### config.mk
export PLATFORM = sky130hd
export DESIGN_NAME = instr_fetch_flat
export DESIGN_NICKNAME = d
export VERILOG_FILES = /design/src/rtl/instr_fetch_pkg.sv /design/src/rtl/instr_fetch_if.sv /design/src/rtl/instr_fetch_if_id_buf.sv /design/src/rtl/instr_fetch.sv /design/src/flat_wrapper.sv
export SDC_FILE = /design/constraint.sdc
export NUM_CORES = 1
export LEC_CHECK = 0
export ABC_AREA = 1
export BUFFER_PORTS_ARGS = -buffer_cell sky130_fd_sc_hd__buf_2
export CORE_ASPECT_RATIO = 0.8
export CORE_MARGIN = 3
export CORE_UTILIZATION = 57
export CTS_CLUSTER_DIAMETER = 50
export DETAILED_ROUTE_END_ITERATION = 8
export MAX_ROUTING_LAYER = met4
export PLACE_DENSITY = 0.94
export SLEW_MARGIN = 25
export SYNTH_ARGS = -nofsm -noshare
export SYNTH_HDL_FRONTEND = slang
export SYNTH_SLANG_ARGS = --single-unit
### constraint.sdc
create_clock -name clk -period 5.25 [get_ports clk]
set_input_delay 0.525 -clock clk [delete_from_list [all_inputs] [get_ports clk]]
set_output_delay 0.525 -clock clk [all_outputs]
set_load 0.005 [all_outputs]
### src/rtl/instr_fetch_pkg.sv
`default_nettype none
// ============================================================================
// Module   : instr_fetch_pkg
// Brief    : Core-wide instruction-word constants and opcode helpers.
// Revision : 1.0 - initial release
// ============================================================================
package instr_fetch_pkg;

    localparam int c_INSTR_W = 16;
    localparam int c_OPC_MSB = 15;
    localparam int c_OPC_LSB = 13;
    localparam int c_OPC_W   = c_OPC_MSB - c_OPC_LSB + 1;

    typedef logic [c_INSTR_W-1:0] instr_t;
    typedef logic [c_OPC_W-1:0]   opcode_t;

    localparam opcode_t c_RFORMAT  = 3'b000;
    localparam opcode_t c_LOADW    = 3'b001;
    localparam opcode_t c_STOREW   = 3'b010;
    localparam opcode_t c_BRANCHEQ = 3'b011;
    localparam opcode_t c_JUMP     = 3'b100;
    localparam opcode_t c_JMPG     = 3'b111;

    function automatic opcode_t getOpcode(input instr_t instr);
        return instr[c_OPC_MSB:c_OPC_LSB];
    endfunction

endpackage
`default_nettype wire

### src/rtl/instr_fetch_if.sv
`default_nettype none
// ============================================================================
// Module   : instr_fetch_if
// Brief    : Fetch-stage bundle: imem req/ack, redirect, IF/ID valid/ready.
// Revision : 1.0 - initial release
// ============================================================================
interface instr_fetch_if
    import instr_fetch_pkg::*;
#(
    parameter int ADDR_W = 16
);

    logic              imem_req;
    logic [ADDR_W-1:0] imem_addr;
    logic              imem_ack;
    instr_t            imem_rdata;
    logic              redirect_valid;
    logic [ADDR_W-1:0] redirect_pc;
    logic              if_valid;
    logic              if_ready;
    instr_t            if_instr;
    logic [ADDR_W-1:0] if_pc;
    opcode_t           if_opcode;

    modport master (
        output imem_req, imem_addr, if_valid, if_instr, if_pc, if_opcode,
        input  imem_ack, imem_rdata, redirect_valid, redirect_pc, if_ready
    );

    modport slave (
        input  imem_req, imem_addr, if_valid, if_instr, if_pc, if_opcode,
        output imem_ack, imem_rdata, redirect_valid, redirect_pc, if_ready
    );

endinterface
`default_nettype wire

### src/rtl/instr_fetch_if_id_buf.sv
`default_nettype none
// ============================================================================
// Module   : if_id_buf
// Brief    : Single-entry valid/ready register slice holding instr and pc.
// Revision : 1.0 - initial release
// ============================================================================
module if_id_buf
    import instr_fetch_pkg::*;
#(
    parameter int ADDR_W = 16
) (
    input  logic              clk,
    input  logic              rst,
    input  logic              i_flush,
    input  logic              i_load,
    input  instr_t            i_instr,
    input  logic [ADDR_W-1:0] i_pc,
    input  logic              i_ready,
    output logic              o_valid,
    output instr_t            o_instr,
    output logic [ADDR_W-1:0] o_pc
);

    logic              r_valid;
    instr_t            r_instr;
    logic [ADDR_W-1:0] r_pc;

    // Loads only arrive when the slot drains this edge, so load wins over drain.
    always_ff @(posedge clk) begin
        if (rst) begin
            r_valid <= 1'b0;
            r_instr <= '0;
            r_pc    <= '0;
        end else begin
            if (i_flush) begin
                r_valid <= 1'b0;
            end else if (i_load) begin
                r_valid <= 1'b1;
            end else if (i_ready) begin
                r_valid <= 1'b0;
            end
            if (i_load && !i_flush) begin
                r_instr <= i_instr;
                r_pc    <= i_pc;
            end
        end
    end

    assign o_valid = r_valid;
    assign o_instr = r_instr;
    assign o_pc    = r_pc;

endmodule
`default_nettype wire

### src/rtl/instr_fetch.sv
`default_nettype none
// ============================================================================
// Module   : instr_fetch
// Brief    : PC, imem req/ack fetch FSM with redirect/kill, IF/ID buffer.
// Revision : 1.0 - initial release
// ============================================================================
module instr_fetch
    import instr_fetch_pkg::*;
#(
    parameter int                ADDR_W   = 16,
    parameter logic [ADDR_W-1:0] RESET_PC = '0
) (
    input  logic          clk,
    input  logic          rst,
    instr_fetch_if.master bus
);

    typedef enum logic [1:0] {
        S_RUN  = 2'd0,
        S_WAIT = 2'd1,
        S_KILL = 2'd2
    } state_t;

    state_t            r_state;
    logic [ADDR_W-1:0] r_pc;
    logic [ADDR_W-1:0] r_reqAddr;

    logic              w_bufFree;
    logic              w_req;
    logic [ADDR_W-1:0] w_addr;
    logic              w_fire;
    logic              w_fill;
    logic [ADDR_W-1:0] w_pcInc;

    // WAIT and KILL keep the request up regardless of decode backpressure:
    // it was only raised when the buffer was guaranteed free for its data.
    assign w_bufFree = !bus.if_valid || bus.if_ready;
    assign w_req     = !rst && ((r_state == S_RUN) ? w_bufFree : 1'b1);
    assign w_addr    = (r_state == S_RUN) ? r_pc : r_reqAddr;
    assign w_fire    = w_req && bus.imem_ack;
    assign w_fill    = w_fire && !bus.redirect_valid && (r_state != S_KILL);
    assign w_pcInc   = w_addr + ADDR_W'(1);

    always_ff @(posedge clk) begin
        if (rst) begin
            r_state   <= S_RUN;
            r_pc      <= RESET_PC;
            r_reqAddr <= RESET_PC;
        end else if (bus.redirect_valid) begin
            r_pc      <= bus.redirect_pc;
            r_reqAddr <= w_addr;
            r_state   <= (w_req && !bus.imem_ack) ? S_KILL : S_RUN;
        end else begin
            case (r_state)
                S_RUN: begin
                    if (w_fire) begin
                        r_pc <= w_pcInc;
                    end else if (w_req) begin
                        r_state   <= S_WAIT;
                        r_reqAddr <= r_pc;
                    end
                end
                S_WAIT: begin
                    if (bus.imem_ack) begin
                        r_pc    <= w_pcInc;
                        r_state <= S_RUN;
                    end
                end
                S_KILL: begin
                    if (bus.imem_ack) begin
                        r_state <= S_RUN;
                    end
                end
                default: r_state <= S_RUN;
            endcase
        end
    end

    assign bus.imem_req  = w_req;
    assign bus.imem_addr = w_addr;

    if_id_buf #(
        .ADDR_W (ADDR_W)
    ) u_ifIdBuf (
        .clk     (clk),
        .rst     (rst),
        .i_flush (bus.redirect_valid),
        .i_load  (w_fill),
        .i_instr (bus.imem_rdata),
        .i_pc    (w_addr),
        .i_ready (bus.if_ready),
        .o_valid (bus.if_valid),
        .o_instr (bus.if_instr),
        .o_pc    (bus.if_pc)
    );

    assign bus.if_opcode = getOpcode(bus.if_instr);

endmodule
`default_nettype wire

### src/flat_wrapper.sv
// flat-port wrapper written by rule: the top's interface ports become plain ports
module instr_fetch_flat import instr_fetch_pkg::*;
#(
    parameter int                ADDR_W   = 16,
    parameter logic [ADDR_W-1:0] RESET_PC = '0
)
  (clk, rst, bus_imem_req, bus_imem_addr, bus_if_valid, bus_if_instr, bus_if_pc, bus_if_opcode, bus_imem_ack, bus_imem_rdata, bus_redirect_valid, bus_redirect_pc, bus_if_ready);
  instr_fetch_if #(.ADDR_W(ADDR_W)) bus_i ();
  input  logic clk;
  input  logic rst;
  output wire logic [$bits(bus_i.imem_req)-1:0] bus_imem_req;
  output wire logic [$bits(bus_i.imem_addr)-1:0] bus_imem_addr;
  output wire logic [$bits(bus_i.if_valid)-1:0] bus_if_valid;
  output wire logic [$bits(bus_i.if_instr)-1:0] bus_if_instr;
  output wire logic [$bits(bus_i.if_pc)-1:0] bus_if_pc;
  output wire logic [$bits(bus_i.if_opcode)-1:0] bus_if_opcode;
  input wire logic [$bits(bus_i.imem_ack)-1:0] bus_imem_ack;
  input wire logic [$bits(bus_i.imem_rdata)-1:0] bus_imem_rdata;
  input wire logic [$bits(bus_i.redirect_valid)-1:0] bus_redirect_valid;
  input wire logic [$bits(bus_i.redirect_pc)-1:0] bus_redirect_pc;
  input wire logic [$bits(bus_i.if_ready)-1:0] bus_if_ready;
  assign bus_imem_req = bus_i.imem_req;
  assign bus_imem_addr = bus_i.imem_addr;
  assign bus_if_valid = bus_i.if_valid;
  assign bus_if_instr = bus_i.if_instr;
  assign bus_if_pc = bus_i.if_pc;
  assign bus_if_opcode = bus_i.if_opcode;
  assign bus_i.imem_ack = bus_imem_ack;
  assign bus_i.imem_rdata = bus_imem_rdata;
  assign bus_i.redirect_valid = bus_redirect_valid;
  assign bus_i.redirect_pc = bus_redirect_pc;
  assign bus_i.if_ready = bus_if_ready;
  instr_fetch #(.ADDR_W(ADDR_W), .RESET_PC(RESET_PC)) u_core (.clk(clk), .rst(rst), .bus(bus_i));
endmodule
==> metrics.csv <==
metric,value,unit
die area,7230,um^2
core region area,5970,um^2
Setup crit end kind,flip-flop,
fmax,319,MHz
Psw,403,uW
relative slew slack,48.3,%
share of power burned in registers,46.6,%
cell with the most instances after synthesis,nand2_1,
setup_tns,0,ns
Worst Hold Class,in -> reg,
number of distinct library cells after synthesis,37,
"FFs w/ async S/R, synth",0,%
root buffer cell,clkbuf_8,
syn_nets,559,
"EDFF count, synth",0,
vias in the first global route,3606,
Comb pwr share,20.7,%
synthesized area per cell,6.86,um^2
Die H,76.6,um
starting density of the core,59.5,%
share of the synthesized area in the top cell type,37.7,%
top post-synthesis cells by area,"dfxtp_1 38%, nand2_1 17%, a21oi_1 7.3%",
clock power share,32.7,%
sinks on the clock net,67,
Routed Antenna Nets,0,
DRT Pass-1 Iters,5,
MaxCap Viol Count,0,
final setup margin,2.12,ns
Internal Power,796,uW
H-tree depth,3,
period utilization,59.6,%
routed length per instance,14.6,um
# setup viols final,0,
static leakage,1.88,nW
CTS max path bufs,2,
Cell Pwr Density,292,nW/um^2
Peak VDD IR,157,uV
largest area contributor in the netlist,dfxtp_1,
required time of the critical path,5.48,ns
num rows,25,
Synth Warn #,0,
Nets,630,
sw frac,33.6,%
total congestion overflow,0,
Post-Syn Area,3560,um^2
I/O Buffers,89,
cts hold-fix bufs,0,
largest net degree at the start of global routing,44,
post-CTS setup buffer count,0,
post-synthesis sequential area ratio,37.7,%
GRT Total Usage,28.2,%
"FF+latch count, synth",67,
Gate Count Post-Synth,518,
max-slew violation count,0,
detailed-route via count,3798,
Final min period,3.13,ns
IO Count,90,
Critical Path Start Type,primary input,
RSZ-0062 raised after global routing,no,
Max Fanout on Critical Path,43,
layout cells sized above 1,24.9,%
ANT cells,0,
"Top FF cell, synth",dfxtp_1,
Num CTS Buffers,9,
initial antenna violation count,0,
"Reg clk slew, reported paths",0.08,ns
Final Wtd Congestion,0.897,
clk_lat worst skew,0.36,ns
HPWL after detailed placement,6.73,mm
critical path type,in -> reg,
CTS tree,built,
most frequent cells after synthesis,"165 x nand2_1, 67 x dfxtp_1, 52 x a21oi_1, 44 x o21ai_0, 40 x inv_1",
Critical Path AT,3.36,ns
clk_skew,0.0120,ns
post-synthesis to final-layout area growth,15.2,%
endpoints failing hold,0,
Resized cells post-CTS,0,
post-DR vias/cell,5.63,
DR DRC count,0,
die width,94.3,um
Tightest Pin Transition,0.774,ns
first-pass GRT wire length,15.9,mm
drt total wl,9.86,mm
Place WS,1.80,ns
DRT iter0 DRCs,395,
status,"complete, no violations",
## logic make-up (layout without fill, tap and decap cells)
group,after synthesis,in the layout,share of synthesized area (%)
AO/OA/AOI/OAI,126,126,19.6
XOR/XNOR,4,4,0.985
adder cells (fa/ha/maj),4,4,1.41
buffers and inverters,79,155,10.7
flip-flops,67,67,37.7
AND/OR/NAND/NOR,238,238,29.6
## through the flow
step           power [mW]  utilization [%]  cell area [um^2]  std cells  hold WS [ns]
2_1_floorplan       0.741                -              3560        518         0.429
3_3_place_gp        0.799             65.7              3920        659         0.441
3_5_place_dp        0.812             65.7              3920        659         0.449
4_1_cts              1.20             68.6              4100        675         0.403
5_1_grt              1.25             68.6              4100        675         0.410
6_report             1.20             68.6              4100        675         0.405
## flip-flops by register name, summed over array words and instances (netlist names)
signal,cells
u_core.u_ifIdBuf.o_valid,1
u_core.r_reqAddr,16
u_core.r_state,2
u_core.u_ifIdBuf.o_instr,16
u_core.r_pc,16
u_core.u_ifIdBuf.o_pc,16
## placed cells by master (no fill, tap or decap), types with 3 or more instances in the layout
master      n
a21oi_1    52
a31oi_1    12
buf_2      89
clkbuf_8    9
dfxtp_1    67
ha_1        4
inv_1      40
inv_2       6
inv_6       3
nand2_1   165
nand2_2    11
nand2_4     3
nand3_1    21
nand4_1     3
nor2_1     23
nor2_2      5
o21ai_0    44
o21ai_2     8
xor2_1      3
## layout make-up
cell class	instances	area [um^2]
Sequential cell	67	1340
Fill cell	503	1880
Multi-Input combinational cell	372	1830
Clock buffer	9	124
Tap cell	81	101
Inverter	48	185
Timing Repair Buffer	91	460
Clock inverter	7	51.3
## layer usage
layer | track usage [%] | share of wire (%)
met5 | - | 0
met4 | 13.3 | 2.0
met3 | 6.91 | 10
met2 | 44.3 | 48
met1 | 33.9 | 40
## power by group through the flow
stage	Sequential [mW]	Combinational, mW	Clock (mW)
after floorplan	0.566	0.175	0
after global placement	0.567	0.231	0
after detailed placement	0.569	0.243	0
after CTS	0.558	0.245	0.393
after global routing	0.561	0.275	0.413
final	0.559	0.248	0.392
## final timing paths
check                                    startpoint                          end  slack, ns  cells after the start
worst max-delay path                            rst     u_core.u_ifIdBuf.o_pc[4]       2.12                     10
worst min-delay path              bus_imem_rdata[0]  u_core.u_ifIdBuf.o_instr[0]       0.40                      3
worst max register to register    u_core.r_state[0]     u_core.u_ifIdBuf.o_pc[1]       2.21                     12
worst min register to register  u_core.r_reqAddr[4]          u_core.r_reqAddr[4]       0.46                      2
## worst max-delay path, cell delays in order
cell and delay [ns]:
buf_2 0.54, inv_2 0.41, nand2_1 0.24, inv_2 0.07
nand2_1 0.06, nor2_1 0.04, nand2_1 0.56, inv_2 0.49
o21ai_0 0.31, a21oi_1 0.07
Note: power is estimated with default switching activity, not from simulation.
